## src/rtl/clk_gen_multi.sv

```systemverilog
`default_nettype none
// ============================================================================
//  Module      : clk_gen_multi
//  Description : Multi-channel programmable clock generator. Each channel
//                produces a registered clock with independently programmable
//                high and low phase lengths (minus-one encoded). New settings
//                written to a running channel are held in a shadow register
//                and take effect at the next period boundary, so a channel
//                never emits a shortened pulse except when reset.
//                Optional build macro CLKGEN_TICK_EN adds tick_o, a one-cycle
//                strobe in the first cycle of every HIGH phase.
//  Revision    : 1.0 - initial release
// ============================================================================
module clk_gen_multi #(
    parameter int CHANNELS = 4,
    parameter int CNT_W    = 16,
    parameter int DEF_HIGH = 49,
    parameter int DEF_LOW  = 49,
    localparam int CH_W    = (CHANNELS > 1) ? $clog2(CHANNELS) : 1
) (
    input  logic                clk_i,
    input  logic                rst,
    input  logic [CHANNELS-1:0] en,
    input  logic                cfg_valid,
    output logic                cfg_ready,
    input  logic [CH_W-1:0]     cfg_ch,
    input  logic [CNT_W-1:0]    cfg_high,
    input  logic [CNT_W-1:0]    cfg_low,
`ifdef CLKGEN_TICK_EN
    output logic [CHANNELS-1:0] tick_o,
`endif
    output logic [CHANNELS-1:0] clk_o,
    output logic [CHANNELS-1:0] pending
);

    localparam logic [1:0]       c_ST_IDLE  = 2'd0;
    localparam logic [1:0]       c_ST_HIGH  = 2'd1;
    localparam logic [1:0]       c_ST_LOW   = 2'd2;
    localparam logic [CNT_W-1:0] c_DEF_HIGH = CNT_W'(DEF_HIGH);
    localparam logic [CNT_W-1:0] c_DEF_LOW  = CNT_W'(DEF_LOW);
    localparam logic [CNT_W-1:0] c_CNT_ONE  = CNT_W'(1);
    localparam int               c_SEL_N    = 1 << CH_W;

    // Pending flags padded to the full cfg_ch range; non-existent channels
    // read as not pending so a write to them always completes its handshake.
    logic [c_SEL_N-1:0] w_pend_sel;

    // Pad the pending vector for out-of-range channel selection
    always_comb begin
        w_pend_sel                 = '0;
        w_pend_sel[CHANNELS-1:0]   = pending;
    end

    assign cfg_ready = ~w_pend_sel[cfg_ch];

    for (genvar g = 0; g < CHANNELS; g++) begin : g_ch
        localparam logic [CH_W-1:0] c_IDX = CH_W'(g);

        logic [1:0]       r_state;
        logic [1:0]       w_state_nxt;
        logic [CNT_W-1:0] r_cnt;
        logic [CNT_W-1:0] w_cnt_nxt;
        logic [CNT_W-1:0] r_act_high;
        logic [CNT_W-1:0] r_act_low;
        logic [CNT_W-1:0] r_sh_high;
        logic [CNT_W-1:0] r_sh_low;
        logic             r_pending;
        logic             r_clk;
        logic             w_clk_nxt;
        logic             w_wr;
        logic             w_boundary;
        logic             w_leave_low;
        logic             w_apply;

        // Write addressed to this channel; out-of-range cfg_ch matches no channel
        assign w_wr        = cfg_valid & cfg_ready & (cfg_ch == c_IDX);
        assign w_boundary  = (r_state == c_ST_LOW) && (r_cnt == r_act_low);
        assign w_leave_low = (r_state == c_ST_LOW) && (w_boundary || !en[g]);
        // A shadow is applied whenever the channel is not mid-period, so a
        // pending update can never be stranded while the channel idles.
        assign w_apply     = r_pending && ((r_state == c_ST_IDLE) || w_leave_low);

        // State register: FSM state, phase counter and registered outputs
        always_ff @(posedge clk_i) begin
            if (rst) begin
                r_state <= c_ST_IDLE;
                r_cnt   <= '0;
                r_clk   <= 1'b0;
            end else begin
                r_state <= w_state_nxt;
                r_cnt   <= w_cnt_nxt;
                r_clk   <= w_clk_nxt;
            end
        end

        // Next-state logic: phase sequencing with equality-only counter compare
        always_comb begin
            w_state_nxt = r_state;
            w_cnt_nxt   = r_cnt;
            case (r_state)
                c_ST_IDLE: begin
                    w_cnt_nxt = '0;
                    if (en[g]) begin
                        w_state_nxt = c_ST_HIGH;
                    end
                end
                c_ST_HIGH: begin
                    // The high phase always runs to completion, even if en drops
                    if (r_cnt == r_act_high) begin
                        w_state_nxt = c_ST_LOW;
                        w_cnt_nxt   = '0;
                    end else begin
                        w_cnt_nxt = r_cnt + c_CNT_ONE;
                    end
                end
                c_ST_LOW: begin
                    if (!en[g]) begin
                        w_state_nxt = c_ST_IDLE;
                        w_cnt_nxt   = '0;
                    end else if (w_boundary) begin
                        w_state_nxt = c_ST_HIGH;
                        w_cnt_nxt   = '0;
                    end else begin
                        w_cnt_nxt = r_cnt + c_CNT_ONE;
                    end
                end
                default: begin
                    w_state_nxt = c_ST_IDLE;
                    w_cnt_nxt   = '0;
                end
            endcase
        end

        // Output logic: clock level follows the upcoming state
        always_comb begin
            w_clk_nxt = (w_state_nxt == c_ST_HIGH);
        end

        // Configuration registers: direct load when idle, shadowed when running
        always_ff @(posedge clk_i) begin
            if (rst) begin
                r_act_high <= c_DEF_HIGH;
                r_act_low  <= c_DEF_LOW;
                r_sh_high  <= c_DEF_HIGH;
                r_sh_low   <= c_DEF_LOW;
                r_pending  <= 1'b0;
            end else if (w_apply) begin
                // w_apply needs pending set while w_wr needs it clear, so the
                // two never coincide.
                r_act_high <= r_sh_high;
                r_act_low  <= r_sh_low;
                r_pending  <= 1'b0;
            end else if (w_wr) begin
                if (r_state == c_ST_IDLE) begin
                    r_act_high <= cfg_high;
                    r_act_low  <= cfg_low;
                end else begin
                    r_sh_high <= cfg_high;
                    r_sh_low  <= cfg_low;
                    r_pending <= 1'b1;
                end
            end
        end

        assign clk_o[g]   = r_clk;
        assign pending[g] = r_pending;

`ifdef CLKGEN_TICK_EN
        logic r_tick;
        logic w_tick_nxt;

        // Tick strobe marks the first cycle of each HIGH phase
        always_comb begin
            w_tick_nxt = (w_state_nxt == c_ST_HIGH) && (r_state != c_ST_HIGH);
        end

        // Tick register
        always_ff @(posedge clk_i) begin
            if (rst) begin
                r_tick <= 1'b0;
            end else begin
                r_tick <= w_tick_nxt;
            end
        end

        assign tick_o[g] = r_tick;
`endif
    end

endmodule
`default_nettype wire

```

## config.mk

```make
export PLATFORM = sky130hd
export DESIGN_NAME = clk_gen_multi
export DESIGN_NICKNAME = d
export VERILOG_FILES = /design/src/rtl/clk_gen_multi.sv
export SDC_FILE = /design/constraint.sdc
export NUM_CORES = 1
export LEC_CHECK = 0
export BUFFER_PORTS_ARGS = -buffer_cell sky130_fd_sc_hd__buf_2
export CAP_MARGIN = 25
export CELL_PAD_IN_SITES_DETAIL_PLACEMENT = 1
export CELL_PAD_IN_SITES_GLOBAL_PLACEMENT = 1
export CORE_MARGIN = 2
export CORE_UTILIZATION = 35
export CTS_CLUSTER_SIZE = 20
export DETAILED_ROUTE_END_ITERATION = 6
export PLACE_DENSITY = 0.68
export SLEW_MARGIN = 20
export SYNTH_ARGS = -nofsm -noshare
export SYNTH_HDL_FRONTEND = slang
export SYNTH_SLANG_ARGS = --single-unit
```

## constraint.sdc

```tcl
create_clock -name clk_i -period 4 [get_ports clk_i]
set_clock_uncertainty 0.15 [all_clocks]
set_input_delay 0.4 -clock clk_i [delete_from_list [all_inputs] [get_ports clk_i]]
set_output_delay 0.4 -clock clk_i [all_outputs]
set_load 0.005 [all_outputs]
```

# Word level (Yosys, flattened, before mapping)
# Cells that the tools add are included.
# word_totals
input_bits	41
reg_bits	336
# op_classes
n_eq_ne	23
mux	62
magnitude_cmp	1
bitwise_logic	14
addsub	4
reduce_logical	53
# ops
operator	count
$mux W16	36
$eq A16 B16 Y1	8
$pmux W16 S2	4
$add A16 B1 Y16 const B	4
$mux W2	16
$pmux W2 S3	4
$eq A2 B1 Y1 const B	9
$reduce_and A2 Y1	8
$reduce_bool A2 Y1	8
$eq A2 B2 Y1 const B	6
$logic_and A1 B1 Y1	12
$reduce_and A3 Y1	4
$logic_not A2 Y1	5
$not A1 Y1	9
$logic_or A1 B1 Y1	8
$reduce_or A2 Y1	4
$and A1 B1 Y1	5
$logic_not A1 Y1	4
$lt A2 B3 Y1 const B	1
$bmux W1 S2	1
$mux W1	1

# Longest topological paths before layout
# Gate-level depths: netlist (run 1).
# logic_depth
depth_word	8
mapped_depth	10
mapped_depth_nobuf	7

# Worst setup path after synthesis (run 1)
# No wires, ideal clock.
# synth_path
path_type	reg2reg
startpoint	register g_ch[0].r_state[0]
endpoint	register g_ch[0].r_act_high[0]
stages_incl_launch_ff	10
arrival_time_ns	1.946
setup_ns	0.135
n_path_buf	2
synth_period_minus_slack_ns	2.231
path_slack_ns	1.769
required_time_ns	3.715
path_cell_list	dfxtp_1 inv_1 ha_1 clkbuf_2 inv_1 nor4_4 buf_2 mux2_2 o22ai_1 o31ai_1
# synth_between
elab_chain_len	8
word_cells_on_any_way	11
cone_classes	eq/ne (1); mux (1); reduce/logical (9)
# synth_lines
item	line_no	text
start: declaration	59	logic [1:0] r_state;
start signal: assignment	86	r_state <= c_ST_IDLE;
start signal: assignment	90	r_state <= w_state_nxt;
$eq A2 B2 Y1	77, 78	
$logic_and A1 B1 Y1	77	assign w_boundary = (r_state == c_ST_LOW) && (r_cnt == r_act_low);
$logic_or A1 B1 Y1	78	assign w_leave_low = (r_state == c_ST_LOW) && (w_boundary || !en[g]);
$logic_and A1 B1 Y1	78	
$logic_or A1 B1 Y1	81	assign w_apply = r_pending && ((r_state == c_ST_IDLE) || w_leave_low);
$logic_and A1 B1 Y1	81	
$reduce_bool A2 Y1 (no line)	--	
$reduce_and A2 Y1 (no line)	--	
end signal: assignment	142	r_act_high <= c_DEF_HIGH;
end signal: assignment	150	r_act_high <= r_sh_high;
end signal: assignment	155	r_act_high <= cfg_high;
end: declaration	63	logic [CNT_W-1:0] r_act_high;
# Parallel ways exist; a longest one is shown, timed or not.
# A chain may end at the register's enable or synchronous reset.

# Worst setup path after layout (run 1)
# layout_path
startpoint	register g_ch[0].r_cnt[11]
endpoint	register g_ch[0].r_act_low[2]
# layout_between
elab_chain_len	8
word_cells_on_any_way	10
cone_classes	eq/ne (1); mux (1); reduce/logical (8)
# layout_lines
item	line_no	text
start: declaration	61	logic [CNT_W-1:0] r_cnt;
start signal: assignment	91	r_cnt <= w_cnt_nxt;
$eq A16 B16 Y1 *	77	
$logic_and A1 B1 Y1 *	77	
$logic_or A1 B1 Y1 *	78	
$logic_and A1 B1 Y1 *	78	
$logic_or A1 B1 Y1 *	81	
$logic_and A1 B1 Y1 *	81	
$reduce_bool A2 Y1 (no line)	--	
$reduce_and A2 Y1 (no line)	--	
end signal: assignment	143	r_act_low <= c_DEF_LOW;
end signal: assignment	151	r_act_low <= r_sh_low;
end signal: assignment	156	r_act_low <= cfg_low;
end: declaration	64	logic [CNT_W-1:0] r_act_low;
# Every way passes the cells marked *; elsewhere a longest branch is shown, timed or not.

==> impl_results.md, run 1 <==
- Outcome: complete, no violations
- Max-slew violation count: 0
- Worst Reg-to-Reg Cells: 6
- Quantity of gates resized following cts: 0
- Main area contributors after synthesis: sky130_fd_sc_hd__dfxtp_1, sky130_fd_sc_hd__nand2_1, sky130_fd_sc_hd__xor2_1
- Critical path required time: 4290 ps
- Hold Crit Class: in2reg
- Post-route DRC violation count: 0
- Launch point of the worst reg-to-reg path: g_ch[0].r_cnt[11]
- Area inside the core boundary: 46300 um2
- Number of sinks handled by clock tree synthesis: 336
- Total routed wirelength: 53900 um
- Endpoint class of the critical path: flip-flop
- Sequential area share after synthesis: 41.2%
- Die area: 48400 um2
- Ratio of total power to cell area: 438 nW/um2
- Top library cells by usage in the layout, fill and taps aside: sky130_fd_sc_hd__nand2_1, sky130_fd_sc_hd__dfxtp_1, sky130_fd_sc_hd__a21oi_1
- Highest attainable clock frequency: 356 MHz
- Die W: 220 um
- Pin count of the biggest net entering global routing: 98
- Area of the mapped netlist: 16300 um2
- Dominant register cell in the synthesized netlist: sky130_fd_sc_hd__dfxtp_1
- WL per Instance: 21.1 um
- Crit path launch type: flip-flop
- Number of nets in the finished design: 1976
- Synth Area per Inst: 8.26 um2
- Crit Path Class: reg2reg
- Arrival @ worst endpoint: 3100 ps
- Post-synth EDFFs: 0
- Yosys warning total: 0
- Post-CTS setup buffers: 0
- Count of maximum capacitance violations: 0
- Post-synth cell types: 62
- Initial standard-cell utilization of the core: 35.3%
- Max clock buf depth: 3
- #FFs+latches synth: 336
- Share of async-settable or async-resettable flops after synthesis: 0%
- Drt pass-1 iters: 5
- Port bufs: 49
- I/O pin total: 50
- Via count: 14200
- Detailed-route vias per instance: 5.55
- Antenna violation net count after detailed routing: 0
- Syn Inst Count: 1976
- Transition time at the pin with the least slew margin: 910 ps
- Setup repair after global routing missed its margin: false
- Via count of the first global-routing pass: 14600
- Global-route congestion overflow total: 0
- Ratio of cells with drive above 1 in the final layout: 13.2%
- Number of DRC violations after detailed-routing iteration 0: 830
- Wire length of the first global-routing pass: 84500 um
- TritonCTS clock tree: yes
- GP Congestion: 0.868
- Post-layout min period: 2810 ps
- Aggregate global-route resource usage: 22.4%
- Number of antenna violations at the first check in global routing: 0
- Relative slew slack: 39.2%
- Worst-Skew Late Latency: 560 ps
- Launch point of the critical path: g_ch[0].r_cnt[11]
- Endpoint of the worst setup timing path: g_ch[0].r_act_low[2]
- Total inserted antenna cells: 0
- Post-CTS Hold Buffers: 3
- Static Leak: 6.48 nW
- Number of endpoints with negative hold slack in the final report: 0
- Highest ir drop seen on vdd: 0.347 mV
- Clock transition time at the flip-flop clock pins of the worst setup and hold paths: 60 ps
- Crit path max fanout: 26
- Synth-to-Final Area Change: 10.7%
- Dominant cell type by area after synthesis: sky130_fd_sc_hd__dfxtp_1
- H-tree levels: 2
- Share of the synthesized area in the top cell type: 41.2%
- Hold slack final: 72.5 ps
- Endpoint of the lowest-slack register-to-register path: g_ch[0].r_act_low[2]
- Half-perimeter wire length after placement: 35000 um
- Floorplan die height: 220 um
- Root cell of the clock tree: sky130_fd_sc_hd__clkbuf_16
- Worst R2R Setup Slack: 1190 ps
- Final-report setup violation count: 0
- Setup TNS: 0 ps
- Most common cell after layout, fill and taps aside: sky130_fd_sc_hd__nand2_1
- Post-Synthesis Net Count: 2037
- Period Utilization, post-route: 70.3%
- Standard-cell row count: 79
- TritonCTS buffer count: 39
critical path, stage by stage, from the launching register on:
cell                      delay, ps
sky130_fd_sc_hd__dfxtp_1        450
sky130_fd_sc_hd__xor2_1         190
sky130_fd_sc_hd__nor4_1         370
sky130_fd_sc_hd__and3_1         280
sky130_fd_sc_hd__a221o_1        570
sky130_fd_sc_hd__nand2_4        340
sky130_fd_sc_hd__o221a_2        340
layer usage:
metal	up-vias	part of all wire (%)	track usage [%]	wire, um
met4	0	3.8	8.50	2040
li1	6712	-	-	-
met1	7118	45	28.4	24200
met2	223	48	38.1	25600
met3	97	3.8	3.49	2040
met5	-	0	0	0
cells by family (layout without fill, tap and decap cells):
family	count (synthesis)	after routing	share of synthesized area, %
DFF	336	336	41.2
and+or+nand+nor	780	780	20.8
buffers and inverters	217	183	6.18
xor gates and xnor gates	182	182	9.77
muxes	24	24	1.56
adders and majority gates	20	20	1.53
AOI/OAI and AO/OA	417	417	18.9
metrics by stage:
step	area [um2]	power, mW	setup WS [ps]	cells	util (%)
CTS	18000	7.99	1190	2547	39.0
finish	18100	7.92	1190	2549	39.1
global placement	16700	4.36	1300	2475	36.1
global route	18100	8.21	1010	2549	39.1
floorplan	16300	4.12	1770	1976	-
detailed placement	16700	4.39	1210	2476	36.2
power breakdown:
| part | total (mW) | leakage [nW] | internal, mW | switching (mW) |
|---|---|---|---|---|
| registers | 3.55 | 2.72 | 3.45 | 0.102 |
| clock network | 3.59 | 0.627 | 2.12 | 1.47 |
| logic | 0.775 | 3.14 | 0.266 | 0.509 |
worst min-delay path by stage:
stage,start,to,slack [ps],depth (start not counted)
final,cfg_high[15],g_ch[1].r_sh_high[15],70,3
after detailed placement,g_ch[1].r_sh_high[0],g_ch[1].r_sh_high[0],300,2
after CTS,cfg_high[15],g_ch[1].r_sh_high[15],50,3
after global routing,cfg_high[15],g_ch[2].r_sh_high[15],60,3
after floorplan,g_ch[1].r_sh_high[0],g_ch[1].r_sh_high[0],280,2
after global placement,g_ch[3].r_sh_low[4],g_ch[3].r_sh_low[4],290,2
flip-flops by register name (all words and copies together) (netlist names):
name,flops
g_ch.r_cnt,64
g_ch.r_clk,4
g_ch.r_act_low,64
g_ch.r_state,8
g_ch.r_sh_low,64
g_ch.r_pending,4
g_ch.r_sh_high,64
g_ch.r_act_high,64
synth_stat cells, types with 29 or more instances:
cell type and instances:
sky130_fd_sc_hd__xor2_1 114, sky130_fd_sc_hd__nand3_1 48, sky130_fd_sc_hd__a31oi_1 104, sky130_fd_sc_hd__inv_1 29, sky130_fd_sc_hd__clkbuf_1 113, sky130_fd_sc_hd__nor2_1 99
sky130_fd_sc_hd__nor4_1 29, sky130_fd_sc_hd__xnor2_1 68, sky130_fd_sc_hd__buf_4 35, sky130_fd_sc_hd__nand2_1 502, sky130_fd_sc_hd__buf_2 31, sky130_fd_sc_hd__o221a_2 84
sky130_fd_sc_hd__dfxtp_1 336, sky130_fd_sc_hd__a21oi_1 124
cell type report:
cell class                      count  area (um2)
Clock buffer                       61        1200
Clock inverter                      7        63.8
Fill cell                        5441       28200
Inverter                           31         116
Multi-Input combinational cell   1423        8630
Sequential cell                   336        6730
Tap cell                          607         759
Timing Repair Buffer               84         566
Note: power is estimated with default switching activity, not from simulation.
==> run 2: changes to the inputs <==
Settings changed: ABC_AREA set to 1, PLACE_DENSITY 0.68 to 0.72.
Clock period 4 ns to 2.25 ns, I/O delays scaled along.
==> impl_results.md, run 2 <==
- Outcome: complete, no violations
- Sequential area share after synthesis: 39.6%
- Arrival @ worst endpoint: 2470 ps
- Most common cell after layout, fill and taps aside: sky130_fd_sc_hd__nand2_1
- Highest attainable clock frequency: 462 MHz
- Number of nets in the finished design: 2565
- Yosys warning total: 0
- Synth Area per Inst: 6.91 um2
- Half-perimeter wire length after placement: 37600 um
- Most instantiated library cell after synthesis: sky130_fd_sc_hd__nand2_1
- Root cell of the clock tree: sky130_fd_sc_hd__clkbuf_16
- H-tree levels: 2
- Crit Path Class: reg2reg
- Count of maximum capacitance violations: 0
- Hold slack final: 15.4 ps
- TritonCTS clock tree: yes
- Endpoint of the lowest-slack register-to-register path: g_ch[1].r_sh_high[8]
- Transition time at the pin with the least slew margin: 774 ps
- Final-report setup violation count: 0
- Max clock buf depth: 3
- Dominant cell type by area after synthesis: sky130_fd_sc_hd__dfxtp_1
- Total routed wirelength: 59200 um
- Aggregate global-route resource usage: 23.0%
- Crit path launch type: flip-flop
- #FFs+latches synth: 336
- Drt pass-1 iters: 4
- Wire length of the first global-routing pass: 91600 um
- Endpoint class of the critical path: flip-flop
- Post-Synthesis Net Count: 2518
- Worst R2R Setup Slack: 90 ps
- Post-layout total power: 14.1 mW
- Count of placed standard cells in the final layout, fillers left out: 3149
- Initial standard-cell utilization of the core: 35.5%
- Number of sinks handled by clock tree synthesis: 336
- Crit path max fanout: 52
- Share of async-settable or async-resettable flops after synthesis: 0%
- Post-synth EDFFs: 0
- Instance area at placement: 17800 um2
- TritonCTS buffer count: 40
- Post-layout min period: 2160 ps
- Hold Crit Class: in2reg
- Static Leak: 8.10 nW
- Main area contributors after synthesis: sky130_fd_sc_hd__dfxtp_1, sky130_fd_sc_hd__nand2_1, sky130_fd_sc_hd__nand3_1
- Area of the mapped netlist: 17000 um2
- Dominant register cell in the synthesized netlist: sky130_fd_sc_hd__dfxtp_1
- Ratio of total power to cell area: 703 nW/um2
- Post-route DRC violation count: 0
- Relative slew slack: 48.4%
- Setup TNS: 0 ps
- Synth cell count leaders: sky130_fd_sc_hd__nand2_1, sky130_fd_sc_hd__dfxtp_1, sky130_fd_sc_hd__nand3_1
- Fillers: 5958
- Antenna violation net count after detailed routing: 0
- Detailed-route vias per instance: 5.19
- WL per Instance: 18.8 um
- Via count of the first global-routing pass: 16600
- Number of antenna violations at the first check in global routing: 2
- Syn Inst Count: 2457
- Worst Reg-to-Reg Cells: 10
- Total placed cells including tap cells: 3035
- Worst-Skew Late Latency: 570 ps
- Number of DRC violations after detailed-routing iteration 0: 1081
- I/O pin total: 50
- Via count: 16300
- Synth-to-Final Area Change: 18.0%
- Worst Hold Path Cells: 3
- Ratio of cells with drive above 1 in the final layout: 12.1%
- Top library cells by usage in the layout, fill and taps aside: sky130_fd_sc_hd__nand2_1, sky130_fd_sc_hd__dfxtp_1, sky130_fd_sc_hd__nand3_1
- Max-slew violation count: 0
- GP Congestion: 0.815
- Worst Hold End: g_ch[0].r_sh_high[12]
- Period Utilization, post-route: 96.1%
- Number of endpoints with negative hold slack in the final report: 0
- Launch point of the worst reg-to-reg path: g_ch[2].r_pending
- Post-layout instance area: 20000 um2
- Critical path required time: 2550 ps
- Die W: 224 um
- Clock transition time at the flip-flop clock pins of the worst setup and hold paths: 60 ps
- Share of the synthesized area in the top cell type: 39.6%
- Area inside the core boundary: 47700 um2
- Floorplan die height: 224 um
- Pin count of the biggest net entering global routing: 74
- Die area: 50300 um2
- Highest ir drop seen on vdd: 0.425 mV
- Post-synth cell types: 41
- Global-route congestion overflow total: 0
- Standard-cell row count: 80
- Port bufs: 49
- Worst Hold Launch: cfg_high[12]
run 2: cells by family (layout without fill, tap and decap cells):
group / after synthesis / in the layout / share of synthesized area (%)
and+or+nand+nor: 1108 / 1108 / 29.1
xor gates and xnor gates: 95 / 95 / 4.90
DFF: 336 / 336 / 39.6
other: 0 / 1 / 0
buffers and inverters: 467 / 543 / 11.9
adders and majority gates: 20 / 20 / 1.47
AOI/OAI and AO/OA: 431 / 431 / 13.0
run 2: routing by layer:
| metal | track usage (%) | vias up | share of wire, % |
|---|---|---|---|
| met5 | 0 | - | 0 |
| met1 | 29.8 | 7878 | 46 |
| met4 | 7.31 | 0 | 2.7 |
| li1 | - | 8048 | - |
| met2 | 38.9 | 320 | 46 |
| met3 | 3.90 | 96 | 4.7 |
run 2: power breakdown:
part           internal (mW)  switching (mW)
combinational          0.462           0.929
sequential              6.11           0.110
clock                   3.81            2.66
total                   10.4            3.70
run 2: how the worst max path moves through the flow:
stage	from	endpoint	slack [ps]
final	g_ch[2].r_pending	g_ch[1].r_sh_high[8]	90
after global routing	g_ch[0].r_state[0]	g_ch[0].r_act_high[4]	-80
after CTS	g_ch[3].r_state[1]	g_ch[3].r_act_low[13]	9
after detailed placement	g_ch[1].r_state[0]	g_ch[1].r_act_low[8]	-50
after global placement	g_ch[1].r_state[0]	g_ch[1].r_act_high[13]	3
after floorplan	g_ch[0].r_state[0]	g_ch[0].r_act_high[0]	210
run 2: final cells by class:
type,instances,area [um2],area share (%)
repair buffers,168,1640,8.21
well taps,615,769,3.84
diodes,1,2.50,0.0125
clock inverters,12,118,0.587
inverters,304,1160,5.80
flip-flops and latches,336,6770,33.8
multi-input cells,1654,8400,42.0
clock buffers,59,1160,5.81
run 2: critical path: stages (launching register included):
cell	delay, ps
sky130_fd_sc_hd__dfxtp_1	310
sky130_fd_sc_hd__inv_1	140
sky130_fd_sc_hd__a21oi_1	110
sky130_fd_sc_hd__o21ai_2	160
sky130_fd_sc_hd__and2_4	210
sky130_fd_sc_hd__nand3_2	170
sky130_fd_sc_hd__nor2_2	180
sky130_fd_sc_hd__inv_2	130
sky130_fd_sc_hd__buf_12	190
sky130_fd_sc_hd__o21ai_0	200
sky130_fd_sc_hd__a21oi_1	60
run 2: timing repair:
item,CTS,global route
hold buffers,24,0
setup endpoints to repair,53,225
buffers inserted,0,4
resized for setup,15,83
cloned,5,10
hold endpoints to repair,70,0
pin swaps,0,4
run 2: stage by stage:
| step | util (%) | worst slack [ps] |
|---|---|---|
| after global routing | 41.9 | -75.2 |
| after CTS | 41.0 | 9.27 |
| after detailed placement | 37.4 | -47.6 |
| after floorplan | - | 214 |
| final | 41.9 | 86.6 |
| after global placement | 37.4 | 2.89 |
